File: config.mk
export PLATFORM = sky130hd
export DESIGN_NAME = reg_file_dumper_flat
export DESIGN_NICKNAME = d
export VERILOG_FILES = /design/src/rtl/reg_file_dumper_if.sv /design/src/rtl/reg_file_dumper.sv /design/src/flat_wrapper.sv
export SDC_FILE = /design/constraint.sdc
export NUM_CORES = 1
export LEC_CHECK = 0
export ABC_AREA = 0
export BUFFER_PORTS_ARGS = -buffer_cell sky130_fd_sc_hd__clkbuf_2
export CORE_UTILIZATION = 49
export DETAILED_ROUTE_END_ITERATION = 7
export PLACE_DENSITY = 0.79
export SETUP_SLACK_MARGIN = 0.05
export SLEW_MARGIN = 40
export SYNTH_ARGS = -nofsm -noshare
export SYNTH_HDL_FRONTEND = slang
export SYNTH_SLANG_ARGS = --single-unit
File: constraint.sdc
create_clock -name clk -period 2.5 [get_ports clk]
set_input_delay 0.125 -clock clk [delete_from_list [all_inputs] [get_ports clk]]
set_output_delay 0.125 -clock clk [all_outputs]
set_load 0.01 [all_outputs]
File: src/rtl/reg_file_dumper_if.sv
// Entry stream from the register-file dumper: one (index, value) pair per
// valid/ready handshake.
interface reg_file_dumper_if #(
  parameter int unsigned ADDR_W = 5,
  parameter int unsigned DATA_W = 32
) ();
  logic              out_valid;
  logic              out_ready;
  logic [ADDR_W-1:0] out_idx;
  logic [DATA_W-1:0] out_data;

  modport master (
    output out_valid,
    output out_idx,
    output out_data,
    input  out_ready
  );

  modport slave (
    input  out_valid,
    input  out_idx,
    input  out_data,
    output out_ready
  );
endinterface

File: src/rtl/reg_file_dumper.sv
// Debug read-out engine: on start, walks FIRST_REG..LAST_REG through a reg_file
// asynchronous read port and streams each (index, value) pair on a valid/ready port.
module reg_file_dumper #(
  parameter int unsigned ADDR_W    = 5,
  parameter int unsigned DATA_W    = 32,
  parameter int unsigned FIRST_REG = 0,
  parameter int unsigned LAST_REG  = 31
) (
  input  logic                clk,
  input  logic                rst_n,
  input  logic                start,
  input  logic                abort,
  output logic [ADDR_W-1:0]   rf_a,
  input  logic [DATA_W-1:0]   rf_rd,
  reg_file_dumper_if.master   dump,
  output logic                busy,
  output logic                done
);

  localparam logic [ADDR_W-1:0] FIRST_IDX = ADDR_W'(FIRST_REG);
  localparam logic [ADDR_W-1:0] LAST_IDX  = ADDR_W'(LAST_REG);

  typedef enum logic [1:0] {
    IDLE = 2'd0,
    READ = 2'd1,
    SEND = 2'd2,
    DONE = 2'd3
  } state_t;

  state_t            state;
  logic [ADDR_W-1:0] idx;

  // rf_a is registered so the read address is settled for the whole READ cycle;
  // the value captured at the end of READ reflects every write up to that edge.
  always_ff @(posedge clk or negedge rst_n) begin
    if (!rst_n) begin
      state          <= IDLE;
      idx            <= FIRST_IDX;
      rf_a           <= '0;
      dump.out_valid <= 1'b0;
      dump.out_idx   <= '0;
      dump.out_data  <= '0;
      busy           <= 1'b0;
      done           <= 1'b0;
    end else begin
      done <= 1'b0;
      case (state)
        IDLE: begin
          if (start && !abort) begin
            idx   <= FIRST_IDX;
            rf_a  <= FIRST_IDX;
            busy  <= 1'b1;
            state <= READ;
          end
        end
        READ: begin
          if (abort) begin
            idx   <= FIRST_IDX;
            busy  <= 1'b0;
            state <= IDLE;
          end else begin
            dump.out_data  <= rf_rd;
            dump.out_idx   <= idx;
            dump.out_valid <= 1'b1;
            state          <= SEND;
          end
        end
        SEND: begin
          // Abort wins over a same-cycle handshake: the entry is not taken.
          if (abort) begin
            dump.out_valid <= 1'b0;
            idx            <= FIRST_IDX;
            busy           <= 1'b0;
            state          <= IDLE;
          end else if (dump.out_ready) begin
            dump.out_valid <= 1'b0;
            if (idx == LAST_IDX) begin
              busy  <= 1'b0;
              done  <= 1'b1;
              state <= DONE;
            end else begin
              idx   <= idx + ADDR_W'(1);
              rf_a  <= idx + ADDR_W'(1);
              state <= READ;
            end
          end
        end
        DONE: begin
          state <= IDLE;
        end
        default: begin
          state <= IDLE;
        end
      endcase
    end
  end

endmodule

File: src/flat_wrapper.sv
// flat-port wrapper written by rule: the top's interface ports become plain ports
module reg_file_dumper_flat 
#(
  parameter int unsigned ADDR_W    = 5,
  parameter int unsigned DATA_W    = 32,
  parameter int unsigned FIRST_REG = 0,
  parameter int unsigned LAST_REG  = 31
)
  (clk, rst_n, start, abort, rf_a, rf_rd, busy, done, dump_out_valid, dump_out_idx, dump_out_data, dump_out_ready);
  reg_file_dumper_if #(.ADDR_W(ADDR_W), .DATA_W(DATA_W)) dump_i ();
  input  logic clk;
  input  logic rst_n;
  input  logic start;
  input  logic abort;
  output logic [ADDR_W-1:0] rf_a;
  input  logic [DATA_W-1:0] rf_rd;
  output logic busy;
  output logic done;
  output wire logic [$bits(dump_i.out_valid)-1:0] dump_out_valid;
  output wire logic [$bits(dump_i.out_idx)-1:0] dump_out_idx;
  output wire logic [$bits(dump_i.out_data)-1:0] dump_out_data;
  input wire logic [$bits(dump_i.out_ready)-1:0] dump_out_ready;
  assign dump_out_valid = dump_i.out_valid;
  assign dump_out_idx = dump_i.out_idx;
  assign dump_out_data = dump_i.out_data;
  assign dump_i.out_ready = dump_out_ready;
  reg_file_dumper #(.ADDR_W(ADDR_W), .DATA_W(DATA_W), .FIRST_REG(FIRST_REG), .LAST_REG(LAST_REG)) u_core (.clk(clk), .rst_n(rst_n), .start(start), .abort(abort), .rf_a(rf_a), .rf_rd(rf_rd), .dump(dump_i), .busy(busy), .done(done));
endmodule
==> results_dict.tcl <==
set metrics [dict create \
    fin_crit_sh_pct 90.73 \
    final_cell_mix "clkbuf_2, dfrtp_1, mux2_2" \
    drc 0 \
    dpl.hpwl_mm 2.981 \
    p_leak_nw 1.447 \
    io_pins 82 \
    insertedDiodeCount 0 \
    grt_pass1_vias 1535 \
    worstMarginPinSlew_ns 0.6366 \
    cts.sinks 52 \
    ys_seq_area_share_pct 57.81 \
    fin_nets 295 \
    p_per_area_nw_per_um2 1064 \
    fin_skew_ns 0.002922 \
    grt_pass1_wl_mm 6.658 \
    finalMaxSlewViolations 0 \
    critPathMaxFanout 6 \
    pre_cts_ws_ns 0.2506 \
    vias 1498 \
    dp_cells 294 \
    cp-start-kind "register" \
    drive_above_1_share_pct 54.18 \
    endpoint_kind "register" \
    clk_latency_ns 0.29 \
    seqPwrFrac_pct 43.9 \
    wl_per_cell_um 13.22 \
    cts.root.buffer_cell "clkbuf_8" \
    cts_resized 0 \
    cts_setup_buffers 0 \
    rsz0062_at_grt "false" \
    ir_drop_v 0.0005307 \
    setup_viol 0 \
    cts_tree "built" \
    design_area_um2 2816 \
    max_slew_margin_pct 57.56 \
    fmax_mhz 440.9 \
    cap_violations 0 \
    dr.pass1.iters 3 \
    placed_area_um2 2713 \
    ant_nets 0 \
    worstPathRequired_ns 2.68 \
    port_buffers 81 \
    areaGrowthSynthToFinish_pct 25.13 \
    via_per_inst 4.944 \
    drt-total-wl_mm 4.007 \
    die_y_um 69.78 \
    htree_levels 2 \
    hold_viol_final 0 \
    instances_no_fill 303 \
    die_x_um 69.78 \
    grt_overflow 0 \
    die_area_um2 4869 \
    ys_types 31 \
    clock_power_share_pct 16.2 \
    switching_share_pct 33.12 \
    grt_max_degree 53 \
    p_int_mw 2.004 \
    comb_power_share_pct 39.9 \
    numCtsBuffers 5 \
    syn_avg_cell_area_um2 13.73 \
    clockBufferDepth 2 \
    layout_setup_ws_ns 0.2317 \
    grtUsageTotal_pct 17.28 \
    yosysWarnings 0 \
    fin_crit_ns 2.268 \
    final_common_cell "clkbuf_2" \
    worstHoldPathType "input port to register" \
    netlist_area_um2 2251 \
    ys_ff_latch 52 \
    finalWeightedCongestion 0.7839 \
    worstSetupPathType "register to register" \
    status "complete, no violations" \
    setup-tns-final_ns 0 \
    arrival_ns 2.45 \
    core_area_um2 4384 \
    antenna_found_initial 0 \
    rows 24 \
    power.switching_mw 0.9921 \
    syn-num-nets 209 \
    clk_pin_slew_ns 0.09 \
    nFillCells 349 \
    initial_core_util_pct 51.34 \
    drt_iter0_drc 61 \
    syn_inst 164 \
]
stage by stage:
| step | util (%) | total power [mW] | hold slack, ns |
|---|---|---|---|
| after floorplan | - | 2.095 | -0.1706 |
| after global placement | 61.87 | 2.504 | 0.2776 |
| after detailed placement | 61.87 | 2.547 | 0.2830 |
| after CTS | 64.24 | 3.040 | 0.04530 |
| after global routing | 64.24 | 3.195 | 0.04327 |
| final | 64.24 | 2.996 | 0.05556 |
power by group through the flow:
stage          Combinational [mW]  Clock, mW  Sequential, mW
5_1_grt                      1.31      0.528            1.36
6_report                     1.19      0.485            1.32
4_1_cts                      1.22      0.502            1.32
3_3_place_gp                 1.19          0            1.31
3_5_place_dp                 1.21          0            1.34
2_1_floorplan               0.629          0            1.47
routing by layer:
metal  vias to the layer above  GRT usage [%]  part of all wire (%)
li1                        730              -                     -
met1                       711          22.27                    45
met2                        55          28.31                    48
met3                         2          4.942                   6.5
met4                         0          5.333                  0.55
met5                         -              0                     0
cell usage after synthesis:
| cell type | number | share of area [%] |
|---|---|---|
| nand2b_4 | 1 | 0.61 |
| buf_2 | 4 | 0.89 |
| mux2i_1 | 5 | 2.2 |
| xor2_1 | 1 | 0.39 |
| o41ai_1 | 2 | 0.78 |
| nor4_1 | 1 | 0.28 |
| nor3_1 | 1 | 0.22 |
| a211oi_2 | 1 | 0.56 |
| inv_1 | 12 | 2.0 |
| mux2_2 | 38 | 19 |
| o21ai_1 | 1 | 0.22 |
| buf_6 | 2 | 1.0 |
| nand2b_2 | 1 | 0.39 |
| nand3b_1 | 1 | 0.33 |
| nor2_1 | 6 | 1.0 |
| ha_1 | 8 | 4.4 |
| nand2b_1 | 1 | 0.28 |
| mux2_4 | 1 | 0.67 |
| nand3_1 | 5 | 1.1 |
| a21oi_1 | 3 | 0.67 |
| o22ai_1 | 1 | 0.28 |
| a2bb2oi_1 | 1 | 0.39 |
| nand2_1 | 4 | 0.67 |
| and3_1 | 2 | 0.56 |
| o21ai_0 | 4 | 0.89 |
| xnor2_1 | 1 | 0.39 |
| buf_1 | 1 | 0.17 |
| dfrtp_1 | 52 | 58 |
| or3_1 | 1 | 0.28 |
| nor2b_1 | 1 | 0.28 |
| o2bb2ai_4 | 1 | 1.2 |
registers in the layout, summed over array words and instances (netlist names):
signal	flops
u_core.busy	1
u_core.dump.out_valid	1
u_core.state	2
u_core.rf_a	5
u_core.dump.out_idx	5
u_core.done	1
u_core.dump.out_data	32
u_core.idx	5
critical path: stages (launching register included):
cell and delay (ns):
dfrtp_1 0.44, ha_1 0.27, and3_1 0.22, ha_1 0.19, a21oi_1 0.19, nor2_1 0.08, or3_1 0.44, mux2_4 0.34
area by class of cell:
type	instances	area (µm²)	share of cell area [%]
clock buffers	7	86.33	3.065
clock inverters	1	7.507	0.2665
inverters	12	45.04	1.599
multi-input cells	93	865.8	30.74
flip-flops and latches	52	1301	46.20
well taps	52	65.06	2.310
repair buffers	86	445.4	15.82
cell families after synthesis:
kind of cell,count (synthesis),synth area share [%]
DFF,52,57.81
buffers and inverters,19,4.057
xor gates and xnor gates,2,0.7784
and+or+nand+nor,25,6.003
muxes,44,21.90
adders and majority gates,8,4.447
AOI/OAI and AO/OA,14,5.003
worst paths after layout:
kind | start | end | slack, ns | depth (start not counted)
max | u_core.idx[0] | u_core.idx[0] | 0.23 | 7
min | rf_rd[3] | u_core.dump.out_data[3] | 0.06 | 2
max reg2reg | u_core.idx[0] | u_core.idx[0] | 0.23 | 7
min reg2reg | u_core.dump.out_data[16] | u_core.dump.out_data[16] | 0.51 | 1
max in group asynchronous | rst_n | u_core.dump.out_data[26] | 1.60 | 3
min in group asynchronous | rst_n | u_core.rf_a[0] | 0.48 | 3
repair_timing:
action	CTS	global route
hold buffers	1	0
hold endpoints to repair	52	0
setup endpoints to repair	0	0
Note: power is estimated with default switching activity, not from simulation.
